==> src/rtl/clock_switch_controller.sv <==
// Break-before-make sequencer for a two-input clock mux: gates off, flips select, settles, gates on.
// Define CLOCK_SWITCH_LOCK_CHECK_EN to wait for target-clock lock (with timeout abort) before settling.
module clock_switch_controller #(
    parameter int GATE_WAIT    = 4,
    parameter int SETTLE_WAIT  = 4,
    parameter int LOCK_TIMEOUT = 256,
    parameter int CNT_WIDTH    = 9
) (
    input  logic       clk,
    input  logic       rst,
    input  logic       req_valid,
    input  logic       req_select,
    output logic       req_ready,
    output logic       mux_select,
    output logic       gate_en0,
    output logic       gate_en1,
    output logic       busy,
`ifdef CLOCK_SWITCH_LOCK_CHECK_EN
    input  logic [1:0] clk_locked,
    output logic       error,
`endif
    output logic       done
);

    localparam int MAX_LOAD = (GATE_WAIT > SETTLE_WAIT)
                            ? ((GATE_WAIT > LOCK_TIMEOUT) ? GATE_WAIT : LOCK_TIMEOUT)
                            : ((SETTLE_WAIT > LOCK_TIMEOUT) ? SETTLE_WAIT : LOCK_TIMEOUT);

    if (GATE_WAIT < 1 || SETTLE_WAIT < 1 || LOCK_TIMEOUT < 1 ||
        64'(MAX_LOAD) >= (64'd1 << CNT_WIDTH)) begin : g_param_check
        $error("clock_switch_controller: wait parameters must be >= 1 and fit in CNT_WIDTH bits");
    end

    localparam logic [CNT_WIDTH-1:0] CNT_ONE     = CNT_WIDTH'(1);
    localparam logic [CNT_WIDTH-1:0] GATE_LOAD   = CNT_WIDTH'(GATE_WAIT);
    localparam logic [CNT_WIDTH-1:0] SETTLE_LOAD = CNT_WIDTH'(SETTLE_WAIT);
`ifdef CLOCK_SWITCH_LOCK_CHECK_EN
    localparam logic [CNT_WIDTH-1:0] LOCK_LOAD   = CNT_WIDTH'(LOCK_TIMEOUT);

    typedef enum logic [2:0] {IDLE, GATE_OFF, LOCK_WAIT, SETTLE, DONE} state_t;
`else
    typedef enum logic [2:0] {IDLE, GATE_OFF, SETTLE, DONE} state_t;
`endif

    state_t               state, state_n;
    logic [CNT_WIDTH-1:0] cnt, cnt_n;
    logic                 target, target_n;
    logic                 mux_n, gate0_n, gate1_n, ready_n, busy_n, done_n;
`ifdef CLOCK_SWITCH_LOCK_CHECK_EN
    logic                 error_n;
    logic                 lock_ok;

    // Select 1 routes input0, so its lock status lives in bit 0.
    assign lock_ok = target ? clk_locked[0] : clk_locked[1];
`endif

    always_ff @(posedge clk) begin
        if (rst) begin
            state      <= IDLE;
            cnt        <= '0;
            target     <= 1'b1;
            mux_select <= 1'b1;
            gate_en0   <= 1'b1;
            gate_en1   <= 1'b0;
            req_ready  <= 1'b0;
            busy       <= 1'b0;
            done       <= 1'b0;
`ifdef CLOCK_SWITCH_LOCK_CHECK_EN
            error      <= 1'b0;
`endif
        end else begin
            state      <= state_n;
            cnt        <= cnt_n;
            target     <= target_n;
            mux_select <= mux_n;
            gate_en0   <= gate0_n;
            gate_en1   <= gate1_n;
            req_ready  <= ready_n;
            busy       <= busy_n;
            done       <= done_n;
`ifdef CLOCK_SWITCH_LOCK_CHECK_EN
            error      <= error_n;
`endif
        end
    end

    // Every output is computed for the next state so all of them come straight from flops.
    always_comb begin
        state_n  = state;
        cnt_n    = cnt;
        target_n = target;
        mux_n    = mux_select;
        gate0_n  = gate_en0;
        gate1_n  = gate_en1;
        done_n   = 1'b0;
`ifdef CLOCK_SWITCH_LOCK_CHECK_EN
        error_n  = 1'b0;
`endif

        case (state)
            IDLE: begin
                if (req_valid && req_ready) begin
                    if (req_select == mux_select) begin
                        state_n = DONE;
                        done_n  = 1'b1;
                    end else begin
                        target_n = req_select;
                        gate0_n  = 1'b0;
                        gate1_n  = 1'b0;
                        cnt_n    = GATE_LOAD;
                        state_n  = GATE_OFF;
                    end
                end
            end
            GATE_OFF: begin
                if (cnt == CNT_ONE) begin
`ifdef CLOCK_SWITCH_LOCK_CHECK_EN
                    state_n = LOCK_WAIT;
                    cnt_n   = LOCK_LOAD;
`else
                    state_n = SETTLE;
                    cnt_n   = SETTLE_LOAD;
                    mux_n   = target;
`endif
                end else begin
                    cnt_n = cnt - CNT_ONE;
                end
            end
`ifdef CLOCK_SWITCH_LOCK_CHECK_EN
            LOCK_WAIT: begin
                if (lock_ok) begin
                    state_n = SETTLE;
                    cnt_n   = SETTLE_LOAD;
                    mux_n   = target;
                end else if (cnt == CNT_ONE) begin
                    // Abort keeps the old select and reopens its gate.
                    state_n = DONE;
                    done_n  = 1'b1;
                    error_n = 1'b1;
                    gate0_n = mux_select;
                    gate1_n = ~mux_select;
                end else begin
                    cnt_n = cnt - CNT_ONE;
                end
            end
`endif
            SETTLE: begin
                if (cnt == CNT_ONE) begin
                    state_n = DONE;
                    done_n  = 1'b1;
                    gate0_n = mux_select;
                    gate1_n = ~mux_select;
                end else begin
                    cnt_n = cnt - CNT_ONE;
                end
            end
            DONE: begin
                state_n = IDLE;
            end
            default: begin
                state_n = IDLE;
            end
        endcase

        ready_n = (state_n == IDLE);
        busy_n  = (state_n != IDLE);
    end

endmodule

==> config.mk <==
export PLATFORM = sky130hd
export DESIGN_NAME = clock_switch_controller
export DESIGN_NICKNAME = d
export VERILOG_FILES = /design/src/rtl/clock_switch_controller.sv
export SDC_FILE = /design/constraint.sdc
export NUM_CORES = 1
export LEC_CHECK = 0
export BUFFER_PORTS_ARGS = -buffer_cell sky130_fd_sc_hd__buf_2
export CAP_MARGIN = 15
export CELL_PAD_IN_SITES_DETAIL_PLACEMENT = 1
export CELL_PAD_IN_SITES_GLOBAL_PLACEMENT = 1
export CORE_MARGIN = 8
export CORE_UTILIZATION = 40
export DETAILED_ROUTE_END_ITERATION = 7
export GPL_TIMING_DRIVEN = 1
export PLACE_DENSITY_LB_ADDON = 0.25
export SLEW_MARGIN = 0
export SYNTH_ARGS = -nofsm -noshare
export SYNTH_HDL_FRONTEND = slang
export SYNTH_SLANG_ARGS = --single-unit
==> constraint.sdc <==
create_clock -name clk -period 3.2 [get_ports clk]
set_clock_uncertainty 0.2 [all_clocks]
set_input_delay 0.64 -clock clk [delete_from_list [all_inputs] [get_ports clk]]
set_output_delay 0.64 -clock clk [all_outputs]
set_load 0.005 [all_outputs]
# After elaboration in Yosys (flattened, before gate mapping)

Cells that the tools add are included.

RAM bits: 0
Latch bits: 0
Output and inout port bits: 6
Bits of input ports: 4
Memories: 0
Logic and storage cells: 50
Bits in registers: 19
Memory bits (read-only): 0

Order comparisons: 0
Reduce and logical (&&, ||, !) cells: 10
Bitwise logic cells: 2
Shifts and indexed selects: 0
Add/subtract/negate cells: 1
Eq/ne operators: 8
Div/mod/pow operators: 0
Multipliers: 0
Multiplexer cells: 20

Operators by type and width:

| cell                  | number |
|---|---|
| $mux W9               | 4 |
| $pmux W9 S3           | 1 |
| $eq A9 B1 Y1 const B  | 1 |
| $mux W3               | 3 |
| $pmux W3 S3           | 1 |
| $sub A9 B1 Y9 const B | 1 |
| $ne A2 B2 Y1 const B  | 4 |
| $reduce_and A4 Y1     | 2 |
| $mux W1               | 7 |
| $logic_not A3 Y1      | 2 |
| $pmux W1 S2           | 3 |
| $reduce_bool A3 Y1    | 2 |
| $eq A3 B1 Y1 const B  | 1 |
| $eq A3 B2 Y1 const B  | 1 |
| $reduce_and A3 Y1     | 1 |
| $mux W2               | 1 |
| $not A1 Y1            | 2 |
| $reduce_and A2 Y1     | 1 |
| $reduce_bool A2 Y1    | 1 |
| $eq A1 B1 Y1          | 1 |
| $logic_and A1 B1 Y1   | 1 |

# Longest topological paths before layout

Gate-level depths: netlist of the first run.

Depth after elaboration: 5
Depth in mapped cells: 8

# Worst setup path after synthesis of the first run

No wires, ideal clock.

Path kind: flip-flop to flip-flop
From: register cnt[1]
To: register cnt[3]
Stages on the path, launching flop included: 8
Required time: 2.929 ns
Period minus slack after synthesis: 1.922 ns
Arrival time: 1.651 ns
Slack: 1.278 ns
Cells stage by stage: dfxtp_1 inv_1 ha_1 nor4b_2 and4_1 buf_6 or4_1 a21oi_1

Word-level cells in the longest chain between the ends: 3
Elaborated cells between the ends (all ways): 7

Ends and longest elaborated chain:

| what                                                    | line | RTL |
|---|---|---|
| start, declared                                         | 46   | `logic [CNT_WIDTH-1:0] cnt, cnt_n;` |
| start signal, assigned                                  | 73   | `cnt <= cnt_n;` |
| $sub A9 B1 Y9 / $eq A9 B1 Y1 (equally long branches)    | -    |  |
| $mux W9, or another cell as far along                   | 148  | `if (cnt == CNT_ONE) begin` |
| $pmux W9 S3 / $reduce_and A4 Y1 (equally long branches) | -    |  |

Several ways; a longest one is shown, not always the timed one. The select of a mux whose other input is x is not followed.
A chain may end at the register's enable or synchronous reset.

# Worst setup path in the final report of the first run

From: register cnt[1]
To: register gate_en0

Word-level cells in the longest chain between the ends: 3

Ends and longest elaborated chain:

| what                        | line | RTL |
|---|---|---|
| $eq A9 B1 Y1                | 148  |  |
| $ne A2 B2 Y1 (no line)      | -    |  |
| $reduce_and A4 Y1 (no line) | -    |  |
| end signal, assigned        | 76   | `gate_en0 <= gate0_n;` |
| end, declared               | 15   | `output logic gate_en0,` |

Every way passes these cells.

==> summary.md, run 1 <==
| Metric | Value |
|---|---|
| Cts hold-fix bufs | `0` |
| Pre-antenna DRT Iters | `4` |
| Vias | `863` |
| CP Capture Type | `register` |
| Post-CTS sizing | `0` |
| Core Area | `2387 µm²` |
| Die ar. | `4285 µm²` |
| Rel. slew slack | `0.6479` |
| DRT antenna net count | `0` |
| GR Overflow Total | `0` |
| Setup crit start kind | `register` |
| Slew Viols, Final | `0` |
| DR vias/cell | `5.831` |
| Post-Syn Instances | `110` |
| Die H | `65.46 µm` |
| Number of I/O pins | `10` |
| Clock-pin slew on the worst setup and hold paths | `0.12 ns` |
| Starting Density | `0.4099` |
| Vias in the first global route | `930` |
| FP Rows | `18` |
| Drt wl/cell | `15.51 µm` |
| Final TNS setup | `0 ns` |
| Final period util | `0.6925` |
| Sink Count | `19` |
| Int Power | `0.0003351 W` |
| Worst EP required | `3.25 ns` |
| Max reg flops | `9` |
| Worst VDD drop | `0.0002721 V` |
| Status | `finished, final reports clean` |
| First-pass GRT wire length | `4050 µm` |
| Drt total wl | `2296 µm` |
| Most flops, register | `cnt` |
| Syn-to-layout area delta | `8.312%` |
| Crit path arrival time | `2.27 ns` |
| Placed cell count | `144` |
| CTS tree | `built` |
| Synth Cell Area | `978.4 µm²` |
| Synth warn | `0` |
| Clock Tree Buf Depth | `2` |
| Final hold vios | `0` |
| Combinational power share | `0.182` |
| Layout cells sized above 1 | `0.1695` |
| DRT iter0 DRCs | `18` |
| Net Sw Power | `0.0001364 W` |
| Net count after synthesis | `116` |
| DRC Markers | `0` |
| CTS HTree Levels | `1` |
| Largest fanout on the critical path | `17` |
| Root Driver | `clkbuf_4` |
| Finished Layout Cells | `148` |
| Initial antenna violation count | `0` |
| Slew @ Worst Pin | `0.5282 ns` |
| Type of the worst setup path | `reg2reg` |
| Detail Placement HPWL | `1733 µm` |
| Postcts setup bufs | `0` |
| Largest registers | `cnt: 9 flops, state: 3 flops` |
| Yosys cell types | `41` |
| Net Sw Frac | `0.2893` |
| Final setup viols | `0` |
| Die W | `65.46 µm` |
| PD cells | `444.9 nW/µm²` |
| Sequential Power Share | `0.564` |
| FMAX | `0.4513 GHz` |
| Fin worst setup slack | `0.9841 ns` |
| Clock power frac | `0.254` |
| Synthesized flop and latch total | `19` |
| Pleak | `0.3861 nW` |
| Tot GR Track Use | `0.1177` |
| Placed standard-cell area | `1032 µm²` |
| NumNets Final | `125` |
| Placer Congestion | `0.7414` |
| Inserted Diodes | `0` |
| Hold Path Class | `reg2reg` |
| I/O Buffers | `9` |
| Unrepaired setup endpoints after global routing | `false` |
| Synthesized area per cell | `8.895 µm²` |
| Clock latency on the worst-skew pair | `0.30 ns` |
| Total CTS buffers | `3` |
| Tmin final | `2.216 ns` |
| Max-cap violations | `0` |
| Largest net degree at the start of global routing | `18` |
| Sequential-to-total area share from yosys stat | `0.3887` |
| Worst slack, placed | `1.006 ns` |
| Final instance area | `1060 µm²` |
power by group through the flow:
stage	sequential [W]	clock (W)	combinational (W)
after global placement	0.000271	0	0.0000826
after detailed placement	0.000271	0	0.0000862
after CTS	0.000266	0.000126	0.0000867
after global routing	0.000269	0.000139	0.0000961
after floorplan	0.000266	0	0.0000670
final	0.000266	0.000120	0.0000856
layer usage:
layer | part of all wire | track usage | routed length, µm | vias to the layer above
met5 | 0 | 0 | 0 | -
met1 | 0.45 | 0.1241 | 1029 | 420
li1 | - | - | - | 435
met2 | 0.52 | 0.2214 | 1199 | 6
met3 | 0.022 | 0.02211 | 51 | 2
met4 | 0.0065 | 0.04905 | 15 | 0
cells in the mapped netlist (all sizes together):
| cell type | instances | area share |
|---|---|---|
| a21oi | 13 | 0.066 |
| and4bb | 1 | 0.013 |
| nand4 | 3 | 0.019 |
| nor2 | 11 | 0.042 |
| nand4b | 1 | 0.0090 |
| nand2 | 3 | 0.012 |
| a31oi | 2 | 0.013 |
| nor4b | 2 | 0.024 |
| a211oi | 1 | 0.0077 |
| nand2b | 1 | 0.0064 |
| nand3b | 1 | 0.0077 |
| ha | 2 | 0.026 |
| nand4bb | 1 | 0.012 |
| xor2 | 1 | 0.0090 |
| nor3 | 3 | 0.015 |
| buf | 4 | 0.029 |
| clkbuf | 2 | 0.0077 |
| or4b | 1 | 0.010 |
| or3 | 2 | 0.013 |
| or3b | 1 | 0.0090 |
| a2bb2oi | 1 | 0.0090 |
| a311o | 1 | 0.010 |
| conb | 1 | 0.0038 |
| o41ai | 1 | 0.0090 |
| nand3 | 4 | 0.020 |
| nor4 | 1 | 0.022 |
| o21ai | 3 | 0.015 |
| o41a | 1 | 0.012 |
| xnor2 | 1 | 0.0090 |
| or2 | 1 | 0.0064 |
| and4 | 2 | 0.018 |
| dfxtp | 19 | 0.39 |
| a211o | 2 | 0.018 |
| a31o | 1 | 0.0090 |
| inv | 5 | 0.019 |
| o31ai | 5 | 0.038 |
| or4 | 5 | 0.042 |
per-stage QoR:
step	total power [W]	hold WS, ns	utilization
2_1_floorplan	0.0003332	0.2599	-
3_3_place_gp	0.0003535	0.2546	0.4324
3_5_place_dp	0.0003576	0.2646	0.4324
4_1_cts	0.0004790	0.2816	0.4439
5_1_grt	0.0005035	0.3150	0.4439
6_report	0.0004715	0.2778	0.4439
worst paths after layout:
| kind | startpoint | to | slack [ns] | cells after the start |
|---|---|---|---|---|
| worst max register to register | cnt[1] | gate_en0 | 0.98 | 6 |
| worst min register to register | gate_en1 | gate_en1 | 0.28 | 2 |
| worst min-delay path | gate_en1 | gate_en1 | 0.28 | 2 |
| worst max-delay path | cnt[1] | gate_en0 | 0.98 | 6 |
worst max-delay path: stages (launching register included):
cell	delay (ns)
dfxtp_1	0.35
inv_1	0.10
ha_1	0.14
nor4b_2	0.40
and4_1	0.61
and4_1	0.26
a311o_1	0.10
final cells by class:
class                   count  area, µm²
repair buffers             10      52.55
inverters                   5      18.77
flip-flops and latches     19      380.4
clock inverters             1      5.005
fillers                   302       1328
well taps                  30      37.54
clock buffers               3      22.52
multi-input cells          80      543.0
cells by family after synthesis:
group / count (synthesis) / synth area share
and+or+nand+nor: 44 / 0.3005
AOI/OAI and AO/OA: 31 / 0.2072
DFF: 19 / 0.3887
buffers and inverters: 11 / 0.05627
xor gates and xnor gates: 2 / 0.01791
adders and majority gates: 2 / 0.02557
other: 1 / 0.003833
cell usage in the layout, fill, tap and decap left out, types with 2 or more instances in the layout:
cell / n
a21oi_1: 13
or4_1: 4
ha_1: 2
nor3_1: 3
nand4_1: 3
o31ai_1: 5
or3_1: 2
a211o_1: 2
nor2_1: 11
clkbuf_4: 3
a31oi_1: 2
buf_2: 9
nand2_1: 3
dfxtp_1: 19
o21ai_1: 3
nand3_1: 4
and4_1: 2
inv_1: 5
No activity file was read; power rests on OpenSTA's default activity.
==> run 2: changes to the inputs <==
==> constraint.sdc (replaced) <==
create_clock -name clk -period 2.2 [get_ports clk]
set_clock_uncertainty 0.2 [all_clocks]
set_input_delay 0.44 -clock clk [delete_from_list [all_inputs] [get_ports clk]]
set_output_delay 0.44 -clock clk [all_outputs]
set_load 0.005 [all_outputs]
==> summary.md, run 2 (synthesis gave the netlist of run 1 again) <==
| Metric | Value |
|---|---|
| Final period util | `0.9089 (+0.2164)` |
| Die W | `65.46 µm (unchanged)` |
| CP Capture Type | `register` |
| PD cells | `645.6 nW/µm² (+45%)` |
| Layout cells sized above 1 | `0.1833 (+0.01384)` |
| Crit path arrival time | `2.03 ns (-0.24 ns)` |
| R2r setup slk | `0.20 ns (-0.78 ns)` |
| Placed standard-cell area | `1047 µm² (+1.5%)` |
| Vias in the first global route | `905 (-2.7%)` |
| FMAX | `0.5001 GHz (+11%)` |
| NumNets Final | `127 (+1.6%)` |
| Met2 WL post-DR | `1243 µm (+3.7%)` |
| Commonest non-fill, non-tap cells in the layout | `dfxtp_1, a21oi_1, nor2_1` |
| Reg2Reg Depth | `6 (unchanged)` |
| Largest fanout on the critical path | `17 (unchanged)` |
| Max Used Layer | `met4` |
| Type of the worst setup path | `reg2reg` |
| Postcts setup bufs | `0 (unchanged)` |
| Number of I/O pins | `10 (unchanged)` |
| Slew Viols, Final | `0 (unchanged)` |
| Most flops, register | `cnt` |
| Die H | `65.46 µm (unchanged)` |
| Vias | `899 (+4.2%)` |
| Inserted Diodes | `0 (unchanged)` |
| Sink Count | `19 (unchanged)` |
| Tot GR Track Use | `0.1267 (+0.008974)` |
| Worst VDD drop | `0.0004375 V (+61%)` |
| GR Overflow Total | `0 (unchanged)` |
| Clock Tree Buf Depth | `2 (unchanged)` |
| Hold_sp | `rst` |
| Finished Layout Cells | `150 (+1.4%)` |
| Pleak | `0.3950 nW (+2.3%)` |
| Placed cell count | `146 (+1.4%)` |
| Syn-to-layout area delta | `10.87%` |
| Tmin final | `2.000 ns (-0.2164 ns)` |
| DRC Markers | `0 (unchanged)` |
| Unrepaired setup endpoints after global routing | `false` |
| FP Rows | `18 (unchanged)` |
| Placer Congestion | `0.7424 (+0.13%)` |
| Final TNS setup | `0 ns (unchanged)` |
| Wl on met1 | `1100 µm (+6.9%)` |
| DRT antenna net count | `0 (unchanged)` |
| DRT iter0 DRCs | `41 (+23)` |
| Core Area | `2387 µm² (unchanged)` |
| Root Driver | `clkbuf_4` |
| Starting Density | `0.4099 (unchanged)` |
| Initial antenna violation count | `0 (unchanged)` |
| Status | `finished, final reports clean` |
| Max reg flops | `9 (unchanged)` |
| Hold path depth | `2 (unchanged)` |
| First-pass GRT wire length | `4298 µm (+6.1%)` |
| Final instance area | `1085 µm² (+2.4%)` |
| Drt total wl | `2438 µm (+6.2%)` |
| DR vias/cell | `5.993 (+2.8%)` |
| Setup crit start kind | `register` |
| Max-cap violations | `0 (unchanged)` |
| Final hold vios | `0 (unchanged)` |
| Wire length on met3 | `50 µm (-2.0%)` |
| CTS tree | `built` |
| Drt wl/cell | `16.25 µm (+4.8%)` |
| Hold Path Class | `in2reg` |
| Final setup viols | `0 (unchanged)` |
| Detail Placement HPWL | `1742 µm (+0.50%)` |
| FF-to-FF Start | `cnt[1]` |
| CTS HTree Levels | `1 (unchanged)` |
| Tot Pwr | `0.0007003 W (+49%)` |
| Clock latency on the worst-skew pair | `0.30 ns (about the same)` |
| Clock-pin slew on the worst setup and hold paths | `0.10 ns (-0.02 ns)` |
| Total CTS buffers | `3 (unchanged)` |
| I/O Buffers | `9 (unchanged)` |
| Cts hold-fix bufs | `0 (unchanged)` |
| Largest net degree at the start of global routing | `18 (unchanged)` |
| Hold Path End | `busy` |
| Worst EP required | `2.23 ns (-1.02 ns)` |
| Largest registers | `cnt: 9 flops, state: 3 flops` |
| Critical R2R Capture | `cnt[4]` |
| Pre-antenna DRT Iters | `4 (unchanged)` |
| Most common cell after layout, fill and taps aside | `dfxtp_1` |
| Number of fill cells | `319 (+5.6%)` |
| Die ar. | `4285 µm² (unchanged)` |
## run 2: changes by cell type in the layout (fill, tap and decap cells not counted)
cell,change
and4_4,+1
buf_4,+2
clkinv_2,-1
clkbuf_1,+1
nor4b_2,-1
and4_1,-1
nor4b_4,+1
## run 2: metal layers
| metal | GRT usage | up-vias |
|---|---|---|
| met5 | 0 | - |
| met4 | 0.05722 | 0 |
| met3 | 0.02721 | 5 |
| met2 | 0.2251 | 7 |
| met1 | 0.1406 | 447 |
| li1 | - | 440 |
## run 2: layout make-up
cell class | instances | area [µm²] | share of cell area
clock buffers | 4 | 26.28 | 0.02422
inverters | 5 | 18.77 | 0.01730
multi-input cells | 80 | 554.3 | 0.5110
flip-flops and latches | 19 | 380.4 | 0.3506
well taps | 30 | 37.54 | 0.03460
repair buffers | 12 | 67.56 | 0.06228
## run 2: critical path: stages (launching register included)
cell	delay, ns
dfxtp_1	0.37
inv_1	0.09
ha_1	0.18
nor4b_4	0.14
and4_4	0.27
or4_1	0.51
a21oi_1	0.16
## run 2: how the worst max path moves through the flow
| stage | start | endpoint | slack (ns) | cells past startpoint |
|---|---|---|---|---|
| 6_report | cnt[1] | cnt[4] | 0.20 | 6 |
| 5_1_grt | cnt[1] | cnt[4] | 0.1 | 6 |
| 4_1_cts | cnt[1] | cnt[4] | 0.06 | 6 |
| 3_5_place_dp | cnt[1] | cnt[4] | 0.03 | 6 |
| 3_3_place_gp | cnt[1] | cnt[3] | 0.11 | 6 |
| 2_1_floorplan | cnt[1] | cnt[3] | 0.28 | 7 |
## run 2: power breakdown
| part | internal (W) | switching, W | total (W) |
|---|---|---|---|
| Combinational | 0.0000635 | 0.0000711 | 0.000135 |
| Clock | 0.0000707 | 0.000107 | 0.000177 |
| Sequential | 0.000363 | 0.0000254 | 0.000388 |
## run 2: through the flow
step / hold slack [ns] / setup slack, ns / util
after global routing: 0.2737 / 0.09982 / 0.4544
after floorplan: 0.2599 / 0.2779 / -
after detailed placement: 0.2679 / 0.03158 / 0.4387
final: 0.2681 / 0.2005 / 0.4544
after global placement: 0.2543 / 0.1099 / 0.4387
after CTS: 0.2616 / 0.05640 / 0.4502
## run 2: timing repair
action | CTS | global route
cloned | 0 | 0
pin swaps | 0 | 1
gates resized for setup | 1 | 2
setup endpoints to repair | 3 | 6
endpoints found under the hold margin | 0 | 0
==> run 3: changes to the inputs <==
==> constraint.sdc (replaced) <==
create_clock -name clk -period 2.2 [get_ports clk]
set_clock_uncertainty 0.2 [all_clocks]
set_input_delay 0.44 -clock clk [delete_from_list [all_inputs] [get_ports clk]]
set_output_delay 0.44 -clock clk [all_outputs]
set_load 0.05 [all_outputs]
==> summary.md, run 3 (synthesis gave the netlist of run 1 again) <==
| Metric | Value |
|---|---|
| FMAX | `0.5002 GHz (about the same)` |
| Drt wl/cell | `16.58 µm (+2.0%)` |
| Initial antenna violation count | `0 (unchanged)` |
| Detail Placement HPWL | `1798 µm (+3.2%)` |
| Number of I/O pins | `10 (unchanged)` |
| Die W | `65.46 µm (unchanged)` |
| Inserted Diodes | `0 (unchanged)` |
| Worst EP required | `2.25 ns (+0.02 ns)` |
| Total CTS buffers | `3 (unchanged)` |
| Type of the worst setup path | `reg2reg` |
| Root Driver | `clkbuf_4` |
| Sink Count | `19 (unchanged)` |
| GR Overflow Total | `0 (unchanged)` |
| Multi-input gate area | `554.3 µm² (unchanged)` |
| Commonest non-fill, non-tap cells in the layout | `dfxtp_1, a21oi_1, nor2_1` |
| Pleak | `0.3991 nW (+1.1%)` |
| Final setup viols | `0 (unchanged)` |
| Unrepaired setup endpoints after global routing | `false` |
| Wire length on met3 | `38 µm (-24%)` |
| Placer Congestion | `0.7425 (about the same)` |
| Number of fill cells | `298 (-6.6%)` |
| Met2 WL post-DR | `1266 µm (+1.9%)` |
| Worst VDD drop | `0.0003374 V (-23%)` |
| NumNets Final | `128 (+0.79%)` |
| Max-cap violations | `0 (unchanged)` |
| Clock Tree Buf Depth | `2 (unchanged)` |
| DR vias/cell | `5.861 (-2.2%)` |
| Reg2Reg Depth | `6 (unchanged)` |
| Clock latency on the worst-skew pair | `0.31 ns (about the same)` |
| Starting Density | `0.4099 (unchanged)` |
| Drt total wl | `2504 µm (+2.7%)` |
| Setup crit start kind | `register` |
| Most flops, register | `cnt` |
| Worst Hold Margin | `0.2598 ns (-0.008316 ns)` |
| I/O Buffers | `9 (unchanged)` |
| Crit path arrival time | `2.04 ns (about the same)` |
| Tot GR Track Use | `0.1275 (+0.0007890)` |
| Die H | `65.46 µm (unchanged)` |
| Vias in the first global route | `987 (+9.1%)` |
| DRC Markers | `0 (unchanged)` |
| Register area | `380.4 µm² (unchanged)` |
| Status | `finished, final reports clean` |
| PD cells | `661.6 nW/µm² (+2.5%)` |
| Max Used Layer | `met4` |
| Layout cells sized above 1 | `0.1901 (+0.006749)` |
| Slew Viols, Final | `0 (unchanged)` |
| Largest fanout on the critical path | `17 (unchanged)` |
| Tmin final | `1.999 ns (-0.0001480 ns)` |
| Vias | `885 (-1.6%)` |
| Pre-antenna DRT Iters | `4 (unchanged)` |
| DRT iter0 DRCs | `22 (-46%)` |
| Syn-to-layout area delta | `11.64%` |
| CTS tree | `built` |
| Worst slack, placed | `0.01032 ns (-0.02126 ns)` |
| Die ar. | `4285 µm² (unchanged)` |
| Largest registers | `cnt: 9 flops, state: 3 flops` |
| Fin worst setup slack | `0.2006 ns (+0.0001480 ns)` |
| Final period util | `0.9088 (about the same)` |
| Largest net degree at the start of global routing | `18 (unchanged)` |
| Postcts setup bufs | `0 (unchanged)` |
| Placed standard-cell area | `1055 µm² (+0.72%)` |
| Wl on met1 | `1169 µm (+6.3%)` |
| Final hold vios | `0 (unchanged)` |
| Hold path depth | `2 (unchanged)` |
| Final instance area | `1092 µm² (+0.69%)` |
| Final core utilization | `0.4575 (+0.003144)` |
| FP Rows | `18 (unchanged)` |
| First-pass GRT wire length | `4416 µm (+2.7%)` |
| Most common cell after layout, fill and taps aside | `dfxtp_1` |
| Clock-pin slew on the worst setup and hold paths | `0.12 ns (+0.02 ns)` |
| Max reg flops | `9 (unchanged)` |
| Hold Path Class | `in2reg` |
| CP Capture Type | `register` |
| CTS HTree Levels | `1 (unchanged)` |
| DRT antenna net count | `0 (unchanged)` |
| Core Area | `2387 µm² (unchanged)` |
| Final TNS setup | `0 ns (unchanged)` |
## run 3: cell count changes in the layout (fill, tap and decap cells not counted)
| cell | change |
|---|---|
| buf_4 | +1 |
## run 3: layer usage
layer  track usage  vias to the layer above
li1              -                      437
met1        0.1478                      437
met2        0.2276                        9
met3       0.02041                        2
met4       0.04905                        0
met5             0                        -
## run 3: through the flow
stage,total power [W],instances
after floorplan,0.0004967,110
after global placement,0.0005329,147
after detailed placement,0.0005391,147
after CTS,0.0007296,151
after global routing,0.0007694,151
final,0.0007227,151
## run 3: timing repair
item / 4_1_cts / 5_1_grt
endpoints found under the setup margin: 3 / 7
gates resized for setup: 1 / 2
hold endpoints to repair: 0 / 0
hold buffers: 0 / 0
## run 3: layout make-up
type                       instances  area share
timing repair buffer              13     0.06873
inverter                           5     0.01718
clock buffer                       4     0.02405
multi-input combinational         80      0.5074
tap                               30     0.03436
sequential                        19      0.3482
## run 3: worst max-delay path, stage by stage (launching register included)
cell     delay (ns)
dfxtp_1        0.37
inv_1          0.09
ha_1           0.18
nor4b_4        0.14
and4_4         0.27
or4_1          0.52
a21oi_1        0.16
## run 3: power by group
group | switching [W] | internal, W | leakage (nW)
registers | 0.0000251 | 0.000363 | 0.155
logic | 0.0000829 | 0.0000637 | 0.229
clock network | 0.000117 | 0.0000709 | 0.0150
total | 0.000225 | 0.000497 | 0.399
## run 3: final timing paths
check             endpoint      from  slack (ns)
hold reg to reg   gate_en1  gate_en1        0.27
setup reg to reg    cnt[4]    cnt[1]        0.20
setup / recovery    cnt[4]    cnt[1]        0.20
hold / removal        busy       rst        0.26
